===== src/rtl/rx_frame_ctrl.sv =====
// rx_frame_ctrl: receive-side frame sequencer between the sync detectors and
// the depacketizer of the PSK demod chain.
//
// Ports:
//   clk, rst         clock, synchronous active-high reset
//   RX_BD_WINDOW     Barker search window in symbols
//   MODE_CTRL        [0] rx enable, [1] BPSK payload, [3:2] reserved
//   sym_valid        symbol strobe; every counter steps on it
//   SD_flag          signal detect level
//   PD_flag          preamble detect pulse
//   BD_flag, BD_sgn  Barker detect pulse and its polarity
//   frame_len        payload length in symbols
//   disassert        depacketizer end-of-frame
//   PD_en, BD_en     detector enables
//   depack_en        depacketizer symbol intake enable
//   is_bpsk          current symbols are BPSK
//   phase_flip       latched Barker polarity
//   frame_start      pulse on entering HEADER
//   frame_done       pulse on payload completion
//   timeout          pulse when the PD or BD search is abandoned
//   state            current state code
module rx_frame_ctrl #(
    parameter int MAX_WINDOW_WIDTH = 8,
    parameter int LEN_WIDTH        = 16,
    parameter int PD_TIMEOUT       = 1024,
    parameter int HDR_SYMS         = 16
) (
    input  logic                        clk,
    input  logic                        rst,
    input  logic [MAX_WINDOW_WIDTH-1:0] RX_BD_WINDOW,
    input  logic [3:0]                  MODE_CTRL,
    input  logic                        sym_valid,
    input  logic                        SD_flag,
    input  logic                        PD_flag,
    input  logic                        BD_flag,
    input  logic                        BD_sgn,
    input  logic [LEN_WIDTH-1:0]        frame_len,
    input  logic                        disassert,
    output logic                        PD_en,
    output logic                        BD_en,
    output logic                        depack_en,
    output logic                        is_bpsk,
    output logic                        phase_flip,
    output logic                        frame_start,
    output logic                        frame_done,
    output logic                        timeout,
    output logic [2:0]                  state
);

    localparam logic [2:0] IDLE      = 3'd0;
    localparam logic [2:0] SD_WAIT   = 3'd1;
    localparam logic [2:0] PD_WAIT   = 3'd2;
    localparam logic [2:0] BD_SEARCH = 3'd3;
    localparam logic [2:0] BD_ALIGN  = 3'd4;
    localparam logic [2:0] HEADER    = 3'd5;
    localparam logic [2:0] PAYLOAD   = 3'd6;

    localparam int PD_W = $clog2(PD_TIMEOUT) + 1;
    localparam logic [PD_W-1:0] PD_LAST = PD_W'(PD_TIMEOUT - 1);
    localparam logic [MAX_WINDOW_WIDTH-1:0] SPAN = MAX_WINDOW_WIDTH'(31);
    localparam logic [LEN_WIDTH-1:0] HDR_INIT = LEN_WIDTH'(HDR_SYMS);

    logic [PD_W-1:0]             pd_cnt;
    logic [MAX_WINDOW_WIDTH-1:0] win_cnt;
    logic [MAX_WINDOW_WIDTH-1:0] align_cnt;
    logic [MAX_WINDOW_WIDTH-1:0] align_init;
    logic [LEN_WIDTH-1:0]        sym_cnt;
    logic                        unused_rsvd;

    assign unused_rsvd = ^MODE_CTRL[3:2];

    // Alignment covers the rest of a 31-symbol span after the search window.
    assign align_init = (RX_BD_WINDOW > SPAN) ? '0 : SPAN - RX_BD_WINDOW;

    always_ff @(posedge clk) begin
        if (rst) begin
            state       <= IDLE;
            PD_en       <= 1'b0;
            BD_en       <= 1'b0;
            depack_en   <= 1'b0;
            is_bpsk     <= 1'b0;
            phase_flip  <= 1'b0;
            frame_start <= 1'b0;
            frame_done  <= 1'b0;
            timeout     <= 1'b0;
            pd_cnt      <= '0;
            win_cnt     <= '0;
            align_cnt   <= '0;
            sym_cnt     <= '0;
        end else begin
            frame_start <= 1'b0;
            frame_done  <= 1'b0;
            timeout     <= 1'b0;
            if (!MODE_CTRL[0]) begin
                state      <= IDLE;
                PD_en      <= 1'b0;
                BD_en      <= 1'b0;
                depack_en  <= 1'b0;
                is_bpsk    <= 1'b0;
                phase_flip <= 1'b0;
            end else begin
                unique case (state)
                    IDLE: state <= SD_WAIT;
                    SD_WAIT: begin
                        if (SD_flag) begin
                            state  <= PD_WAIT;
                            PD_en  <= 1'b1;
                            pd_cnt <= '0;
                        end
                    end
                    PD_WAIT: begin
                        if (!SD_flag) begin
                            state <= SD_WAIT;
                            PD_en <= 1'b0;
                        end else if (PD_flag) begin
                            state   <= BD_SEARCH;
                            PD_en   <= 1'b0;
                            BD_en   <= 1'b1;
                            win_cnt <= RX_BD_WINDOW;
                        end else if (sym_valid) begin
                            if (pd_cnt == PD_LAST) begin
                                state   <= SD_WAIT;
                                PD_en   <= 1'b0;
                                timeout <= 1'b1;
                            end else begin
                                pd_cnt <= pd_cnt + 1'b1;
                            end
                        end
                    end
                    BD_SEARCH: begin
                        // A detect on the expiring symbol still wins.
                        if (BD_flag) begin
                            state      <= BD_ALIGN;
                            BD_en      <= 1'b0;
                            phase_flip <= BD_sgn;
                            align_cnt  <= align_init;
                        end else if (sym_valid) begin
                            if (win_cnt == '0) begin
                                state   <= PD_WAIT;
                                BD_en   <= 1'b0;
                                PD_en   <= 1'b1;
                                pd_cnt  <= '0;
                                timeout <= 1'b1;
                            end else begin
                                win_cnt <= win_cnt - 1'b1;
                            end
                        end
                    end
                    BD_ALIGN: begin
                        // Leave on the last alignment symbol, or at once
                        // when no alignment is needed.
                        if (align_cnt == '0 ||
                            (sym_valid && align_cnt == 1)) begin
                            state       <= HEADER;
                            frame_start <= 1'b1;
                            depack_en   <= 1'b1;
                            is_bpsk     <= 1'b1;
                            sym_cnt     <= HDR_INIT;
                        end else if (sym_valid) begin
                            align_cnt <= align_cnt - 1'b1;
                        end
                    end
                    HEADER: begin
                        if (sym_valid) begin
                            if (sym_cnt <= 1) begin
                                state   <= PAYLOAD;
                                sym_cnt <= frame_len;
                                is_bpsk <= MODE_CTRL[1];
                            end else begin
                                sym_cnt <= sym_cnt - 1'b1;
                            end
                        end
                    end
                    PAYLOAD: begin
                        if (disassert || sym_cnt == '0 ||
                            (sym_valid && sym_cnt == 1)) begin
                            state      <= SD_WAIT;
                            frame_done <= 1'b1;
                            depack_en  <= 1'b0;
                            is_bpsk    <= 1'b0;
                            phase_flip <= 1'b0;
                        end else if (sym_valid) begin
                            sym_cnt <= sym_cnt - 1'b1;
                        end
                    end
                    default: begin
                        state     <= IDLE;
                        PD_en     <= 1'b0;
                        BD_en     <= 1'b0;
                        depack_en <= 1'b0;
                    end
                endcase
            end
        end
    end

endmodule


===== config.mk =====
export PLATFORM = sky130hd
export DESIGN_NAME = rx_frame_ctrl
export DESIGN_NICKNAME = d
export VERILOG_FILES = /design/src/rtl/rx_frame_ctrl.sv
export SDC_FILE = /design/constraint.sdc
export NUM_CORES = 1
export LEC_CHECK = 0
export CELL_PAD_IN_SITES_DETAIL_PLACEMENT = 0
export CELL_PAD_IN_SITES_GLOBAL_PLACEMENT = 1
export CORE_ASPECT_RATIO = 1.2
export CORE_MARGIN = 1.5
export CORE_UTILIZATION = 31
export CTS_CLUSTER_DIAMETER = 120
export CTS_CLUSTER_SIZE = 10
export DETAILED_ROUTE_END_ITERATION = 12
export GPL_ROUTABILITY_DRIVEN = 0
export PLACE_DENSITY = 0.68
export SLEW_MARGIN = 20
export SYNTH_ARGS = -nofsm -noshare
export SYNTH_HDL_FRONTEND = slang
export SYNTH_SLANG_ARGS = --single-unit
export TNS_END_PERCENT = 10

===== constraint.sdc =====
create_clock -name clk -period 2.5 [get_ports clk]
set_input_delay 0.5 -clock clk [delete_from_list [all_inputs] [get_ports clk]]
set_output_delay 0.5 -clock clk [all_outputs]
set_load 0.05 [all_outputs]

-- Yosys cells after proc, flatten, opt, wreduce, memory -nomap -nowiden
Cells that the tools add are included.
- output and inout bits: 11
- register bits after elaboration: 54
- input port bits: 36
- logic and storage cells: 160
- reduce and logical (&&, ||, !) cells: 30
- muxes and demuxes: 72
- equal/unequal tests: 32
- bitwise logic cells: 6
- order comparisons: 2
- $add $sub $neg: 5
- operator list (operator ; number):
    11-bit two-way mux ; 8
    16-bit two-way mux ; 5
    8-bit two-way mux ; 9
    16-bit case mux with 3 select lines ; 1
    2-bit inequality test (second input constant) ; 19
    3-bit two-way mux ; 12
    11-bit case mux with 3 select lines ; 1
    8-bit case mux with 2 select lines ; 2
    1-bit two-way mux ; 27
    3-bit case mux with 7 select lines ; 1
    16-bit by 1-bit equality test with 1-bit output (second input constant) ; 1
    16-bit by 1-bit <= comparator with 1-bit output (second input constant) ; 1
    16-bit zero test ; 1
    8-bit zero test ; 2
    16-bit by 1-bit subtractor with 16-bit output (second input constant) ; 1
    8-bit by 1-bit subtractor with 8-bit output (second input constant) ; 2
    5-bit AND reduction ; 3
    7-bit AND reduction ; 2
    11-bit by 1-bit adder with 11-bit output (second input constant) ; 1
    11-bit by 10-bit equality test with 1-bit output (second input constant) ; 1
    10-bit AND reduction ; 1
    5-bit OR reduction ; 2
    3-bit equality test (second input constant) ; 3
    1-bit case mux with 3 select lines ; 3
    21 further kinds ; 38

-- Depth between registers and ports, before layout
- depth after elaboration: 6
- gate-level depth with buffers: 9
- mapped depth without buffers: 8

-- Worst setup path after synthesis
Ideal clock, no wire load.
- path kind: register to register
- start point: register state[2]
- end point: register win_cnt[5]
- slack: 0.217 ns
- cell stages (with the launch flop): 9
- library setup time: 0.132 ns
- data required time: 2.368 ns
- data arrival time: 2.150 ns
- clock period less this slack: 2.283 ns
- buffers on the path: 4
- cells stage by stage: dfxtp_1 > clkbuf_1 > clkbuf_1 > nand3b_1 > clkbuf_1 > clkbuf_1 > nor2_1 > o21ai_0 > a21oi_1
- longest elaborated chain between the ends: 3
- elaborated cells on any way between the ends: 10
- those cells by class: eq/ne: 7; mux: 1; reduce/logical: 2
- ends and longest elaborated chain (what ; line ; RTL):
    from (decl) ; 47 ; output logic [2:0] state
    from (signal assigned) ; 77 ; state <= IDLE;
    from (signal assigned) ; 95 ; state <= IDLE;
    from (signal assigned) ; 103 ; IDLE: state <= SD_WAIT;
    3-bit by 2-bit equality test with 1-bit output ; 102 ; unique case (state)
    2-bit inequality test (no line) / 2-bit nonzero test (equally long branches) ; - ;
    7-bit AND reduction (no line) ; - ;
    to (signal assigned) ; 145 ; win_cnt <= win_cnt - 1'b1;
    to (decl) ; 64 ; logic [MAX_WINDOW_WIDTH-1:0] win_cnt;
Parallel ways exist; a longest one is shown, timed or not.
A chain may end at the register's enable or synchronous reset.

-- Final worst setup path
- start point: register state[0]
- end point: output port state[0]
No word-level cell between the ends.

==> results.sh <==
export IMPL_run_status="complete, no violations"
export IMPL_vdd_ir_drop_worst_mv=0.290
export IMPL_fin_area_mm2=0.00460
export IMPL_syn_avg_cell_area_um2=7.38
export IMPL_cts_made_buffers=5
export IMPL_cells_taking_the_most_area_after_synthesis="sky130_fd_sc_hd__dfxtp_1 30%, sky130_fd_sc_hd__nor2_1 6.3%, sky130_fd_sc_hd__a21oi_1 6.0%, sky130_fd_sc_hd__nand2_1 5.2%, sky130_fd_sc_hd__o21ai_0 4.7%"
export IMPL_layout_drive_gt1_share=0.126
export IMPL_worstHoldPathType="reg -> reg"
export IMPL_ant_nets=0
export IMPL_dr_total_vias=3936
export IMPL_detail_route_wl_per_cell_um=16.1
export IMPL_period_minus_slack_ps=2370
export IMPL_cp_top_family="buffers and inverters"
export IMPL_globalRouteOverflowTotal=0
export IMPL_total_power_w=0.00180
export IMPL_cts_htree_levels=2
export IMPL_insertion_delay_ps=300
export IMPL_synth_xor_area_share=0.0122
export IMPL_cp_end_kind="output pin"
export IMPL_drc_errors=0
export IMPL_port_buffer_count=44
export IMPL_cts_tree="yes"
export IMPL_worstSetupStartpointType="flip-flop"
export IMPL_floorplan_initialDensity=0.322
export IMPL_synth_top_area_cell="sky130_fd_sc_hd__dfxtp_1"
export IMPL_mappedNetlistArea_mm2=0.00359
export IMPL_crit_path_cell_trace="clkdlybuf4s50_1"
export IMPL_final_hold_violation_count=0
export IMPL_synth_top_family_by_area="simple AND/OR/NAND/NOR gates"
export IMPL_clkTransAtPathRegs_ps=70
export IMPL_cts_hold_buffers_added=0
export IMPL_cts_root_buf="sky130_fd_sc_hd__clkbuf_16"
export IMPL_fraction_of_the_mapped_netlist_area_in_compound_gates=0.276
export IMPL_worst_slew_pin_slew_ps=705
export IMPL_grt_setup_unrepaired="false"
export IMPL_fin_hold_ws_ps=472
export IMPL_synthesis_to_finish_area_growth_pct=28.3
export IMPL_synthMuxAreaShare=0.0150
export IMPL_max_cap_viol_count=0
export IMPL_yosys_warnings=0
export IMPL_grt_max_degree=24
export IMPL_tritoncts_num_sinks=54
export IMPL_io_pins=47
export IMPL_core_area_mm2=0.0111
export IMPL_chipWidth_um=101
export IMPL_drt_wl_total_um=11400
export IMPL_grt_util_all_layers=0.196
export IMPL_initialDrtViolationCount=158
export IMPL_grt_pass1_wl_um=19100
export IMPL_clockBufferDepth=2
export IMPL_post_synth_most_frequent_cells="60 x sky130_fd_sc_hd__nor2_1, 54 x sky130_fd_sc_hd__dfxtp_1, 50 x sky130_fd_sc_hd__nand2_1"
export IMPL_ys_ff_latch=54
export IMPL_synthSimpleGateAreaFrac=0.315
export IMPL_diodes_inserted=0
export IMPL_netlist_instances=486
export IMPL_synth_edff_count=0
export IMPL_slew_headroom=0.528
export IMPL_die_h_um=121
export IMPL_dp_area_mm2=0.00445
export IMPL_fin_crit_sh=0.949
export IMPL_antenna_violations_before_repair=0
export IMPL_slew_violations=0
export IMPL_critical_path_buf_inv_count=1
export IMPL_crit_path_top_delay_cell="sky130_fd_sc_hd__clkdlybuf4s50_1"
export IMPL_netlist_area_leader_share=0.301
export IMPL_grt_pass1_vias=3854
export IMPL_synth_yosys_seq_area_share=0.301
export IMPL_final_count_of_negative_setup_slack_endpoints=0
export IMPL_synth_nets=531
export IMPL_path_class="reg -> out"
export IMPL_routed_via_density=5.56
export IMPL_synth_adder_area_share=0.0314
export IMPL_layout_nets=598
export IMPL_synthArstFlopShare=0
export IMPL_required_ps=2000
export IMPL_detailedPlacementHpwl_um=8390
export IMPL_most_common_cell_in_the_netlist="sky130_fd_sc_hd__nor2_1"
export IMPL_synth_top_flop_cell="sky130_fd_sc_hd__dfxtp_1"
export IMPL_post_synthesis_cell_type_count=66
export IMPL_drt_first_pass_iters=5
export IMPL_power_leakage_nw=1.65
export IMPL_num_rows=42
export IMPL_floorplan_die_area_mm2=0.0122
export IMPL_cp_arrival_ps=1870
export IMPL_cp_max_fo=15
export IMPL_max_clock_freq_ghz=0.421
export IMPL_power_per_cell_area_mw_per_mm2=391
export IMPL_fin_worst_skew_ps=5.97
export IMPL_crit_path_max_incr_delay_ps=910
[path summary, 6_finish.rpt]
check               startpoint  cells past startpoint    endpoint  slack (ps)
setup / recovery      state[0]                      1    state[0]         130
hold / removal       pd_cnt[1]                      2   pd_cnt[1]         470
setup reg to reg  align_cnt[2]                      7  sym_cnt[3]         160
hold reg to reg      pd_cnt[1]                      2   pd_cnt[1]         470
[area by class of cell]
class,instances,area (um^2)
clock buffer,7,143
clock inverter,1,5.00
fill,1183,6540
inverter,13,48.8
multi-input combinational,390,2340
sequential,54,1080
tap,154,193
timing repair buffer,89,791
[repair_timing]
item / 4_1_cts / 5_1_grt
gates resized for setup: 0 / 2
buffers inserted: 0 / 0
hold endpoints to repair: 0 / 0
endpoints found under the setup margin: 0 / 2
[layout by cell type, fill, tap and decap left out, drive strengths merged, types with 6 or more instances in the layout]
| cell type | netlist | final |
|---|---|---|
| nor2 | 60 | 60 |
| dfxtp | 54 | 54 |
| nand2 | 50 | 50 |
| buf | 9 | 45 |
| clkdlybuf4s50 | 0 | 44 |
| a21oi | 43 | 43 |
| o21ai | 36 | 36 |
| nor3 | 22 | 22 |
| nand3 | 21 | 21 |
| inv | 13 | 13 |
| o22ai | 11 | 11 |
| nor4 | 11 | 11 |
| a211oi | 10 | 10 |
| and3 | 9 | 9 |
| ha | 9 | 9 |
| nand2b | 8 | 8 |
| o31ai | 8 | 8 |
| or4 | 7 | 7 |
| clkbuf | 20 | 7 |
| a311oi | 6 | 6 |
[state kept, by name, indices dropped and copies added (netlist names), 3 cells and up]
register,cells
sym_cnt,16
pd_cnt,11
state,3
align_cnt,8
win_cnt,8
[per-layer routing]
metal	up-vias	GRT usage	share of wire
met2	91	0.341	0.51
met1	1888	0.249	0.44
met3	15	0.0231	0.037
met4	0	0.0651	0.018
met5	-	0	0
li1	1942	-	-
[power breakdown]
part | total, W | internal (W) | switching [W] | leakage, nW
clock network | 0.000742 | 0.000399 | 0.000342 | 0.0739
logic | 0.000187 | 0.0000949 | 0.0000921 | 1.14
registers | 0.000871 | 0.000863 | 0.00000877 | 0.436
total | 0.00180 | 0.00136 | 0.000443 | 1.65
[kinds of logic after synthesis]
family | Yosys count
adders and majority gates | 9
muxes | 5
AOI/OAI and AO/OA | 152
and+or+nand+nor | 219
buffers and inverters | 42
xor gates and xnor gates | 5
DFF | 54
[metrics by stage]
stage               setup TNS (ps)  worst slack (ps)  utilization  instances
floorplan                        0               217            -        486
global placement             -72.9             -45.2        0.399        700
detailed placement           -82.3             -30.9        0.399        700
CTS                              0               120        0.413        708
global route                     0              32.2        0.413        708
finish                           0               126        0.413        708
(Power assumes the default switching activity.)
